==> src/rtl/dma_controller_if.sv <==
// rtl/dma_controller_if.sv - CSR bus and read/write master handshake bundle for dma_controller
interface dma_controller_if;
  logic [2:0]  iCS_address;
  logic        iCS_write;
  logic [31:0] iCS_writedata;
  logic        iCS_read;
  logic [31:0] oCS_readdata;
  logic        oRM_start;
  logic [31:0] oRM_address;
  logic        oWM_start;
  logic [31:0] oWM_address;
  logic [31:0] oLength;
  logic        iRM_done;
  logic        iWM_done;
  logic        oIRQ;

  modport slave (
    input  iCS_address, iCS_write, iCS_writedata, iCS_read, iRM_done, iWM_done,
    output oCS_readdata, oRM_start, oRM_address, oWM_start, oWM_address, oLength, oIRQ
  );

  modport master (
    output iCS_address, iCS_write, iCS_writedata, iCS_read, iRM_done, iWM_done,
    input  oCS_readdata, oRM_start, oRM_address, oWM_start, oWM_address, oLength, oIRQ
  );
endinterface

==> src/rtl/dma_controller.sv <==
// rtl/dma_controller.sv - CSR-programmed DMA sequencer launching a read and a write master
// Checks the length, pulses both masters, then waits for both completions, an abort or a timeout.
module dma_controller #(
  parameter logic [31:0] TIMEOUT_CYCLES = 32'd65535
) (
  input  logic         iClk,
  input  logic         iReset,
  dma_controller_if.slave bus
);

  typedef enum logic [1:0] {IDLE, CHECK, LAUNCH, RUN} state_t;

  state_t      state;
  logic [31:0] src;
  logic [31:0] dst;
  logic [31:0] len;
  logic [31:0] cycles;
  logic        irq_en;
  logic        st_done;
  logic        st_err_len;
  logic        st_timeout;
  logic        st_aborted;
  logic        rm_seen;
  logic        wm_seen;
  logic        rm_start;
  logic        wm_start;
  logic        irq;
  logic [31:0] readdata;

  logic        busy;
  logic        wr_ctrl;
  logic        wr_status;
  logic        go;
  logic        abort;
  logic        rm_hit;
  logic        wm_hit;
  logic        completing;
  logic [31:0] cycles_inc;
  logic [31:0] rd_mux;

  always_comb begin
    busy       = (state != IDLE);
    wr_ctrl    = bus.iCS_write && (bus.iCS_address == 3'd3);
    wr_status  = bus.iCS_write && (bus.iCS_address == 3'd4);
    go         = wr_ctrl && bus.iCS_writedata[0];
    abort      = wr_ctrl && bus.iCS_writedata[2];
    rm_hit     = rm_seen | bus.iRM_done;
    wm_hit     = wm_seen | bus.iWM_done;
    // Second done arriving this cycle: completion is already decided, so abort/timeout lose.
    completing = rm_hit & wm_hit;
    cycles_inc = (cycles == 32'hFFFF_FFFF) ? cycles : cycles + 32'd1;
  end

  always_comb begin
    rd_mux = 32'd0;
    case (bus.iCS_address)
      3'd0:    rd_mux = src;
      3'd1:    rd_mux = dst;
      3'd2:    rd_mux = len;
      3'd3:    rd_mux = {29'd0, 1'b0, irq_en, 1'b0};
      3'd4:    rd_mux = {27'd0, st_aborted, st_timeout, st_err_len, st_done, busy};
      3'd5:    rd_mux = cycles;
      default: rd_mux = 32'd0;
    endcase
  end

  always_ff @(posedge iClk) begin
    if (iReset) begin
      state      <= IDLE;
      src        <= 32'd0;
      dst        <= 32'd0;
      len        <= 32'd0;
      cycles     <= 32'd0;
      irq_en     <= 1'b0;
      st_done    <= 1'b0;
      st_err_len <= 1'b0;
      st_timeout <= 1'b0;
      st_aborted <= 1'b0;
      rm_seen    <= 1'b0;
      wm_seen    <= 1'b0;
      rm_start   <= 1'b0;
      wm_start   <= 1'b0;
      irq        <= 1'b0;
      readdata   <= 32'd0;
    end else begin
      rm_start <= 1'b0;
      wm_start <= 1'b0;
      irq      <= irq_en & (st_done | st_err_len | st_timeout | st_aborted);

      if (bus.iCS_read) readdata <= rd_mux;

      if (bus.iCS_write && !busy) begin
        case (bus.iCS_address)
          3'd0:    src <= bus.iCS_writedata;
          3'd1:    dst <= bus.iCS_writedata;
          3'd2:    len <= bus.iCS_writedata;
          default: ;
        endcase
      end

      if (wr_ctrl) irq_en <= bus.iCS_writedata[1];

      // W1C first; hardware sets in the FSM below land later and therefore win.
      if (wr_status) begin
        if (bus.iCS_writedata[1]) st_done    <= 1'b0;
        if (bus.iCS_writedata[2]) st_err_len <= 1'b0;
        if (bus.iCS_writedata[3]) st_timeout <= 1'b0;
        if (bus.iCS_writedata[4]) st_aborted <= 1'b0;
      end

      case (state)
        IDLE: begin
          if (go) state <= CHECK;
        end
        CHECK: begin
          if (len == 32'd0 || len[1:0] != 2'b00) begin
            st_err_len <= 1'b1;
            state      <= IDLE;
          end else begin
            st_done    <= 1'b0;
            st_timeout <= 1'b0;
            st_aborted <= 1'b0;
            cycles     <= 32'd0;
            rm_start   <= 1'b1;
            wm_start   <= 1'b1;
            state      <= LAUNCH;
          end
        end
        LAUNCH: begin
          state <= RUN;
        end
        RUN: begin
          if (rm_seen && wm_seen) begin
            st_done <= 1'b1;
            rm_seen <= 1'b0;
            wm_seen <= 1'b0;
            state   <= IDLE;
          end else if (abort && !completing) begin
            st_aborted <= 1'b1;
            rm_seen    <= 1'b0;
            wm_seen    <= 1'b0;
            state      <= IDLE;
          end else if (cycles >= TIMEOUT_CYCLES && !completing) begin
            st_timeout <= 1'b1;
            rm_seen    <= 1'b0;
            wm_seen    <= 1'b0;
            state      <= IDLE;
          end else begin
            rm_seen <= rm_hit;
            wm_seen <= wm_hit;
            cycles  <= cycles_inc;
          end
        end
        default: state <= IDLE;
      endcase
    end
  end

  assign bus.oCS_readdata = readdata;
  assign bus.oRM_start    = rm_start;
  assign bus.oWM_start    = wm_start;
  assign bus.oRM_address  = src;
  assign bus.oWM_address  = dst;
  assign bus.oLength      = len;
  assign bus.oIRQ         = irq;

endmodule
==> src/flat_wrapper.sv <==
// flat-port wrapper written by rule: the top's interface ports become plain ports
module dma_controller_flat 
#(
  parameter logic [31:0] TIMEOUT_CYCLES = 32'd65535
)
  (iClk, iReset, bus_iCS_address, bus_iCS_write, bus_iCS_writedata, bus_iCS_read, bus_iRM_done, bus_iWM_done, bus_oCS_readdata, bus_oRM_start, bus_oRM_address, bus_oWM_start, bus_oWM_address, bus_oLength, bus_oIRQ);
  dma_controller_if bus_i ();
  input  logic iClk;
  input  logic iReset;
  input wire logic [$bits(bus_i.iCS_address)-1:0] bus_iCS_address;
  input wire logic [$bits(bus_i.iCS_write)-1:0] bus_iCS_write;
  input wire logic [$bits(bus_i.iCS_writedata)-1:0] bus_iCS_writedata;
  input wire logic [$bits(bus_i.iCS_read)-1:0] bus_iCS_read;
  input wire logic [$bits(bus_i.iRM_done)-1:0] bus_iRM_done;
  input wire logic [$bits(bus_i.iWM_done)-1:0] bus_iWM_done;
  output wire logic [$bits(bus_i.oCS_readdata)-1:0] bus_oCS_readdata;
  output wire logic [$bits(bus_i.oRM_start)-1:0] bus_oRM_start;
  output wire logic [$bits(bus_i.oRM_address)-1:0] bus_oRM_address;
  output wire logic [$bits(bus_i.oWM_start)-1:0] bus_oWM_start;
  output wire logic [$bits(bus_i.oWM_address)-1:0] bus_oWM_address;
  output wire logic [$bits(bus_i.oLength)-1:0] bus_oLength;
  output wire logic [$bits(bus_i.oIRQ)-1:0] bus_oIRQ;
  assign bus_i.iCS_address = bus_iCS_address;
  assign bus_i.iCS_write = bus_iCS_write;
  assign bus_i.iCS_writedata = bus_iCS_writedata;
  assign bus_i.iCS_read = bus_iCS_read;
  assign bus_i.iRM_done = bus_iRM_done;
  assign bus_i.iWM_done = bus_iWM_done;
  assign bus_oCS_readdata = bus_i.oCS_readdata;
  assign bus_oRM_start = bus_i.oRM_start;
  assign bus_oRM_address = bus_i.oRM_address;
  assign bus_oWM_start = bus_i.oWM_start;
  assign bus_oWM_address = bus_i.oWM_address;
  assign bus_oLength = bus_i.oLength;
  assign bus_oIRQ = bus_i.oIRQ;
  dma_controller #(.TIMEOUT_CYCLES(TIMEOUT_CYCLES)) u_core (.iClk(iClk), .iReset(iReset), .bus(bus_i));
endmodule
==> config.mk <==
export PLATFORM = sky130hd
export DESIGN_NAME = dma_controller_flat
export DESIGN_NICKNAME = d
export VERILOG_FILES = /design/src/rtl/dma_controller_if.sv /design/src/rtl/dma_controller.sv /design/src/flat_wrapper.sv
export SDC_FILE = /design/constraint.sdc
export NUM_CORES = 1
export LEC_CHECK = 0
export BUFFER_PORTS_ARGS = -buffer_cell sky130_fd_sc_hd__buf_2
export CAP_MARGIN = 20
export CORE_ASPECT_RATIO = 1.75
export CORE_MARGIN = 2
export CORE_UTILIZATION = 50
export CTS_BUF_LIST = sky130_fd_sc_hd__clkbuf_16
export DETAILED_ROUTE_END_ITERATION = 7
export GPL_TIMING_DRIVEN = 0
export PLACE_DENSITY = 0.77
export SYNTH_ARGS = -nofsm -noshare
export SYNTH_HDL_FRONTEND = slang
export SYNTH_SLANG_ARGS = --single-unit
export TNS_END_PERCENT = 30
==> constraint.sdc <==
create_clock -name iClk -period 6.3 [get_ports iClk]
set_clock_uncertainty 0.1 [all_clocks]
set_input_delay 1.89 -clock iClk [delete_from_list [all_inputs] [get_ports iClk]]
set_output_delay 1.89 -clock iClk [all_outputs]
set_load 0.005 [all_outputs]
# [Word-level counts from Yosys, hierarchy flattened]
# Index checks and enable logic that the tools add are counted.
[totals] regBits=171 input_bits=41 out_inout_bits=131
[classes] add_sub_neg=1 magnitude_cmp=1 eq_ne=16 mux=42 bitwise=8 reduce_logical=23
[op_table] operator="$pmux W32 S6" n=1
[op_table] operator="$mux W32" n=5
[op_table] operator="$pmux W32 S2" n=1
[op_table] operator="$add A32 B1 Y32 const B" n=1
[op_table] operator="$eq A32 B32 Y1 const B" n=1
[op_table] operator="$ge A32 B16 Y1 const B" n=1
[op_table] operator="$logic_not A32 Y1" n=1
[op_table] operator="$mux W1" n=26
[op_table] operator="$mux W2" n=5
[op_table] operator="$ne A2 B2 Y1 const B" n=5
[op_table] operator="$logic_and A1 B1 Y1" n=8
[op_table] operator="$pmux W2 S4" n=1
[op_table] operator="$reduce_and A2 Y1" n=4
[op_table] operator="$eq A3 B2 Y1 const B" n=2
[op_table] operator="$eq A3 B3 Y1 const B" n=2
[op_table] operator="$pmux W1 S2" n=3
[op_table] operator="$reduce_and A6 Y1" n=1
[op_table] operator="$reduce_bool A2 Y1" n=3
[op_table] operator="$or A1 B1 Y1" n=5
[op_table] operator="$eq A2 B2 Y1 const B" n=2
[op_table] operator="$ne A4 B1 Y1 const B" n=1
[op_table] operator="$eq A3 B1 Y1 const B" n=1
[op_table] operator="$logic_not A3 Y1" n=1
[op_table] operator="$and A1 B1 Y1" n=2
[op_table] operator="other kinds (7)" n=8

# [Longest topological paths before layout]
# Gate-level depths: netlist of the first run.
[depth] depth_word=8 mapped_depth=10 ltp_nobuf=7

# [Worst setup path before layout of the first run]
# OpenSTA, ideal clock, no wires.
[synth_path] path_type="input port to flip-flop" start="input port bus_iCS_address[1]" end="register u_core.cycles[12]" t_arrival_ns=3.407 required_ns=6.134 path_slack_ns=2.727 cell_stages=7 n_path_buf=1 path_cell_list="and4b_1 > a32oi_1 > o21a_2 > nor2_8 > buf_2 > or4_1 > a21oi_2"
[synth_between] elab_chain_len=6
[synth_lines] item="start: declaration" line="flat_wrapper.sv:10" text="input wire logic [$bits(bus_i.iCS_address)-1:0] bus_iCS_address;"
[synth_lines] item="$eq A3 B2 Y1" line="dma_controller.sv:43" text="wr_ctrl = bus.iCS_write && (bus.iCS_address == 3'd3);"
[synth_lines] item="$logic_and A1 B1 Y1" line="dma_controller.sv:43"
[synth_lines] item="$logic_and A1 B1 Y1" line="dma_controller.sv:46" text="abort = wr_ctrl && bus.iCS_writedata[2];"
[synth_lines] item="$logic_and A1 B1 Y1" line="dma_controller.sv:138" text="end else if (abort && !completing) begin"
[synth_lines] item="$ne A2 B2 Y1 (no source line)"
[synth_lines] item="$reduce_and A6 Y1 (no source line)"
[synth_lines] item="end signal: assignment" line="dma_controller.sv:151" text="cycles <= cycles_inc;"
[synth_lines] item="end: declaration" line="dma_controller.sv:17" text="logic [31:0] cycles;"
# Every way passes these cells.
# A chain may end at the register's enable or synchronous reset.

# [Worst setup path after layout of the first run]
[layout_path] start="input port bus_iCS_address[2]" end="register u_core.readdata[6], in the netlist u_core.bus.oCS_readdata[6]"
[layout_between] elab_chain_len=2 elab_cells_between_ends=7 cone_classes="eq/ne (5); mux (1); reduce/logical (1)"
[layout_lines] item="$eq A3 B3 Y1 (tied with other cells)" line="dma_controller.sv:56" text="case (bus.iCS_address)"
[layout_lines] item="$pmux W32 S6 (*)" line="dma_controller.sv:56"
[layout_lines] item="end signal: assignment" line="dma_controller.sv:90" text="if (bus.iCS_read) readdata <= rd_mux;"
[layout_lines] item="end: declaration" line="dma_controller.sv:28" text="logic [31:0] readdata;"
# Every way passes the cells marked *; elsewhere a longest branch is shown, timed or not.

==> results.json, run 1 <==
{
  "status": "complete, no violations",
  "met2_usage_pct": 57.7,
  "viasPerCell": 6.20,
  "clk_pin_slew_worst_paths_ns": 0.07,
  "ios": 172,
  "hp-class": "flip-flop to flip-flop",
  "worstPathArrival_ns": 4.42,
  "crit_path_start_kind": "input pin",
  "die_y_microns": 166,
  "crit_fanout": 10,
  "drtIter0Drc": 881,
  "drt_wl_total_mm": 27.6,
  "holdBufCountCts": 0,
  "drv_cap": 0,
  "clock-sinks": 171,
  "final_area_sq_um": 9230,
  "cp.required_ns": 6.57,
  "grt_use_met3_pct": 6.04,
  "setup.worst_path.end_class": "flip-flop",
  "worst_pin_slew_ns": 0.774,
  "drive_gt1_share_pct": 20.1,
  "synth.most_common_cell": "nand2_1",
  "dp_hpwl_mm": 20.5,
  "critical_path_class": "input pin to flip-flop",
  "maxSlewViolCount": 0,
  "syn-mean-instance-area_sq_um": 7.90,
  "met1_usage_pct": 37.8,
  "ir_drop_mv": 0.174,
  "max_stage_delay_ns": 0.53,
  "seqCellArea_sq_um": 3420,
  "antenna_found_initial": 0,
  "area_growth_pct": 22.5,
  "clk_latency_ns": 0.44,
  "synth_common_cells": "nand2_1 (220), a21oi_1 (187), dfxtp_1 (171)",
  "root_buffer": "clkbuf_16",
  "setup_viol": 0,
  "synth_area_leaders": "dfxtp_1 (45%), a21oi_1 (12%), nand2_1 (11%)",
  "vias": 8302,
  "htree_levels": 4,
  "overflow": 0,
  "synth-edff-count": 0,
  "port_buffers": 171,
  "yosys_register_bits": 171,
  "drcViolationCount": 0,
  "tns_ns": 0,
  "multi_input_area_sq_um": 3760,
  "cts_max_path_buffers": 2,
  "cts_buffers": 17,
  "max_freq_mhz": 241,
  "gp_congestion": 0.970,
  "power_density_nw_per_um2": 260,
  "yosys_warnings": 0,
  "synth-main-ff-cell": "dfxtp_1",
  "yosysSeqAreaShare_pct": 45.4,
  "synth_largest_area_cell": "dfxtp_1",
  "timing.final.crit_share_pct": 65.9,
  "fp.dieW_microns": 96.8,
  "leakage_uw": 0.00351,
  "dieArea_sq_um": 16100,
  "async_flop_share_pct": 0,
  "place_inst": 1308,
  "syn-num-nets": 996,
  "cts_resized": 0,
  "initial_core_util_pct": 50.8,
  "netlist-cell-type-count": 46,
  "synthCells": 954,
  "grt_pass1_wl_mm": 42.8,
  "row_count": 59,
  "diodes": 0,
  "cts_setup_buffers": 0,
  "nNetsFinal": 1186,
  "tritoncts": "built",
  "coreArea_sq_um": 14800,
  "grt_pass1_vias": 7926,
  "dr.pass1.iters": 7,
  "top_usage_layer": "met2",
  "syn_area_sq_um": 7540,
  "critPathSlowestCell": "buf_1",
  "final_cells": 1339,
  "rsz0062_at_grt": "false",
  "ant_nets": 0,
  "worstPathCellList": "buf_2, buf_1, nor3_1, clkbuf_1, buf_1, a22oi_1, a21oi_1, a21oi_1, nor2_1",
  "hold_viol_final": 0,
  "grt_usage_pct": 33.2,
  "placed_area_sq_um": 8620,
  "grt_max_degree": 17,
  "synth_top_area_share_pct": 45.4,
  "min_period_ns": 4.15,
  "fill_cells": 1381,
  "wl_per_cell_microns": 20.6,
  "relSlewSlack_pct": 48.4
}
[metrics by stage]
stage | total power (uW) | setup slack [ns] | utilization, % | hold WS [ns]
2_1_floorplan | 1220 | 2.73 | - | 0.350
3_3_place_gp | 1300 | 1.83 | 58.1 | 0.354
3_5_place_dp | 1300 | 1.78 | 58.1 | 0.361
4_1_cts | 2390 | 2.22 | 62.2 | 0.371
5_1_grt | 2450 | 2.05 | 62.2 | 0.391
6_report | 2400 | 2.15 | 62.2 | 0.369
[cell type report]
class / instances / area share (%)
Buffer: 78 / 3.69
Clock buffer: 17 / 4.61
Clock inverter: 14 / 2.01
Inverter: 3 / 0.122
Multi-Input combinational cell: 702 / 40.8
Sequential cell: 171 / 37.1
Tap cell: 183 / 2.48
Timing Repair Buffer: 171 / 9.27
[layer usage]
layer | vias to the layer above | wire (microns)
met3 | 121 | 2250
met2 | 480 | 13900
met4 | 0 | 1590
met5 | - | 0
met1 | 3905 | 9790
li1 | 3796 | -
[power by group]
group	switching [uW]	internal, uW
Combinational	120	50.7
Clock	486	634
Sequential	15.5	1100
[worst max-delay path: cells and delay by family]
kind                   cells  cell delay, ns
and+or+nand+nor            2            0.43
AOI/OAI and AO/OA          3            0.66
buffers and inverters      4            1.43
[logic make-up (layout without fill, tap and decap cells)]
family                     Yosys count  count (layout)  synth area share [%]
and+or+nand+nor                    393             393                  24.6
AOI/OAI and AO/OA                  296             296                  23.2
DFF                                171             171                  45.4
buffers and inverters               81             283                  4.66
muxes                               12              12                  1.96
adders and majority gates            1               1                 0.166
[cell usage in the layout, fill, tap and decap left out, drive strengths merged, types with 8 or more instances in the layout]
| cell type | instances |
|---|---|
| dfxtp | 171 |
| inv | 9 |
| o31ai | 25 |
| nor4 | 16 |
| or4 | 26 |
| a22oi | 59 |
| nand4 | 17 |
| buf | 189 |
| and3 | 12 |
| nand3 | 17 |
| nor2 | 50 |
| nand2 | 220 |
| clkbuf | 77 |
| a21oi | 192 |
| mux2i | 8 |
[worst paths after layout]
path	startpoint	endpoint	slack (ns)	cells past startpoint
max	bus_iCS_address[2]	u_core.bus.oCS_readdata[6]$_SDFFE_PP0P_	2.15	9
min	u_core.bus.oWM_address[27]$_SDFFE_PP0P_	u_core.bus.oWM_address[27]$_SDFFE_PP0P_	0.37	2
max reg2reg	u_core.cycles[0]$_SDFFE_PP0P_	u_core.cycles[26]$_SDFFE_PP0P_	3.03	10
min reg2reg	u_core.bus.oWM_address[27]$_SDFFE_PP0P_	u_core.bus.oWM_address[27]$_SDFFE_PP0P_	0.37	2
[registers in the layout, summed over array words and instances (netlist names), 32 cells and up, named ones only]
signal and flops:
u_core.cycles 32, u_core.bus.oLength 32, u_core.bus.oRM_address 32, u_core.bus.oCS_readdata 32, u_core.bus.oWM_address 32
Note: power is estimated with default switching activity, not from simulation.
==> run 2: changes to the inputs <==
- ABC_AREA: not set -> 1
- PLACE_DENSITY: 0.77 -> 0.76
- clock period: 6.3 -> 4.3 ns (I/O delays scaled with it)
==> results.json, run 2 <==
{
  "ir_drop_mv": 0.254,
  "max_freq_mhz": 350,
  "cts_setup_buffers": 0,
  "ios": 172,
  "tns_ns": 0,
  "drive_gt1_share_pct": 15.9,
  "cts_buffers": 17,
  "hp-class": "flip-flop to flip-flop",
  "syn-mean-instance-area_sq_um": 6.65,
  "grt_max_degree": 17,
  "root_buffer": "clkbuf_16",
  "port_buffers": 170,
  "synth_area_leaders": "dfxtp_1 (43%), nand2_1 (13%), nor2_1 (9.3%)",
  "hold_viol_final": 0,
  "ant_nets": 0,
  "critPathSlowestCell": "clkbuf_1",
  "initial_core_util_pct": 50.9,
  "cts_max_path_buffers": 2,
  "cp_top_family": "buffers and inverters",
  "wl_per_cell_microns": 18.5,
  "gp_congestion": 1.04,
  "holdBufCountCts": 0,
  "yosys_register_bits": 171,
  "syn-num-nets": 1250,
  "nNetsFinal": 1439,
  "final_cells": 1601,
  "worstPathCellList": "buf_2, inv_1, nand3_1, clkinv_1, clkbuf_1, nand2_1, o2111ai_1, nand2_1, a21oi_1",
  "grt_pass1_wl_mm": 44.1,
  "drtIter0Drc": 594,
  "maxSlewViolCount": 0,
  "seqCellArea_sq_um": 3420,
  "status": "complete, no violations",
  "rsz0062_at_grt": "false",
  "synth.most_common_cell": "nand2_1",
  "synthCells": 1208,
  "coreArea_sq_um": 15800,
  "clock-sinks": 171,
  "yosys_warnings": 0,
  "drt_wl_total_mm": 29.7,
  "die_y_microns": 172,
  "dieArea_sq_um": 17100,
  "relSlewSlack_pct": 55.0,
  "setup.worst_path.end_class": "flip-flop",
  "mostFrequentLayoutCell": "nand2_1",
  "synth-edff-count": 0,
  "tritoncts": "built",
  "antenna_found_initial": 2,
  "dr.pass1.iters": 6,
  "yosysSeqAreaShare_pct": 42.6,
  "async_flop_share_pct": 0,
  "grt_pass1_vias": 8267,
  "timing.final.crit_share_pct": 66.4,
  "overflow": 0,
  "vias": 8831,
  "leakage_uw": 0.00396,
  "clk_latency_ns": 0.44,
  "critical_path_class": "input pin to flip-flop",
  "place_inst": 1567,
  "htree_levels": 4,
  "dp_hpwl_mm": 23.2,
  "row_count": 61,
  "synth-main-ff-cell": "dfxtp_1",
  "worstPathArrival_ns": 3.11,
  "crit_top_cell": "nand2_1",
  "synth_largest_area_cell": "dfxtp_1",
  "crit_path_start_kind": "input pin",
  "min_period_ns": 2.86,
  "fp.dieW_microns": 99.9,
  "crit_fanout": 10,
  "syn_area_sq_um": 8040,
  "drv_cap": 0,
  "fill_cells": 1539,
  "grt_usage_pct": 34.2,
  "clk_pin_slew_worst_paths_ns": 0.06,
  "synth_common_cells": "nand2_1 (272), nor2_1 (200), dfxtp_1 (171)",
  "worst_pin_slew_ns": 0.675,
  "cp.required_ns": 4.55,
  "final_area_sq_um": 9740,
  "multi_input_area_sq_um": 3920,
  "synth_top_area_share_pct": 42.6,
  "postLayoutCoreUtil_pct": 61.6,
  "critPathBufInv": 4,
  "placed_area_sq_um": 9130,
  "area_growth_pct": 21.2,
  "cts_resized": 0,
  "drcViolationCount": 0,
  "netlist-cell-type-count": 31,
  "max_stage_delay_ns": 0.50,
  "final_cell_mix": "nand2_1 (272), nor2_1 (200), buf_2 (180)",
  "power_density_nw_per_um2": 371,
  "setup_viol": 0,
  "viasPerCell": 5.52
}
==> run 2: cell count changes in the layout (fill, tap and decap cells not counted), moves of 25 or more <==
cell     previous run  this run
nand2_1           220       272
inv_1               3       108
nor2_1             49       200
nand3_1            17        55
a21oi_1           187       130
o21ai_0             5       121
o22ai_1             3        28
a22oi_1            59         0
or4_1              26         0
==> run 2: report_power, final <==
part           internal (uW)  switching, uW
Combinational            104            218
Sequential              1630           37.7
Clock                    961            660
Total                   2690            916
==> run 2: worst reg2reg max path, stage by stage, from the launching register on <==
cell and delay, ns:
dfxtp_1 0.50, ha_1 0.38, nand2_2 0.12, nor2_4 0.19, nand2_2 0.12, nor2_4 0.23
o21ai_2 0.12, nand2_1 0.08, nand2_2 0.12, buf_2 0.23, a21oi_1 0.15, nor2_1 0.06
==> run 2: cell type report <==
class | instances | area share (%)
clock inverters | 15 | 1.88
diodes | 2 | 0.0514
flip-flops and latches | 171 | 35.1
inverters | 110 | 4.24
clock buffers | 17 | 4.37
multi-input cells | 862 | 40.2
plain buffers | 65 | 2.90
well taps | 189 | 2.43
repair buffers | 170 | 8.74
==> run 2: metrics by stage <==
step / power [uW] / worst slack (ns) / hold WS (ns)
CTS: 3600 / 1.52 / 0.366
detailed placement: 2020 / 1.10 / 0.357
global route: 3700 / 1.36 / 0.387
global placement: 2010 / 1.10 / 0.355
finish: 3610 / 1.44 / 0.366
floorplan: 1860 / 1.72 / 0.330
==> run 2: path summary, 6_finish.rpt <==
check	from	end	slack [ns]	cells past startpoint
min reg2reg	u_core.bus.oCS_readdata[11]$_SDFFE_PP0P_	u_core.bus.oCS_readdata[11]$_SDFFE_PP0P_	0.37	2
max reg2reg	u_core.cycles[0]$_SDFFE_PP0P_	u_core.cycles[0]$_SDFFE_PP0P_	1.82	11
max	bus_iCS_address[2]	u_core.bus.oCS_readdata[7]$_SDFFE_PP0P_	1.44	9
min	u_core.bus.oCS_readdata[11]$_SDFFE_PP0P_	u_core.bus.oCS_readdata[11]$_SDFFE_PP0P_	0.37	2
==> run 2: routing by layer <==
layer	vias up	part of all wire (%)	global-route usage, %
li1	4304	-	-
met1	4062	36	37.6
met2	382	51	60.5
met3	83	6.4	6.10
met4	0	5.9	20.7
met5	-	0	0
==> run 2: kinds of logic (layout without fill, tap and decap cells) <==
group	Yosys count	count (layout)	synth area share (%)
flops	171	171	42.6
buf+inv	175	377	8.65
xor+xnor	11	11	1.20
other cells	0	2	0
simple gates	552	552	27.6
compound gates	298	298	19.8
fa+ha+maj	1	1	0.156
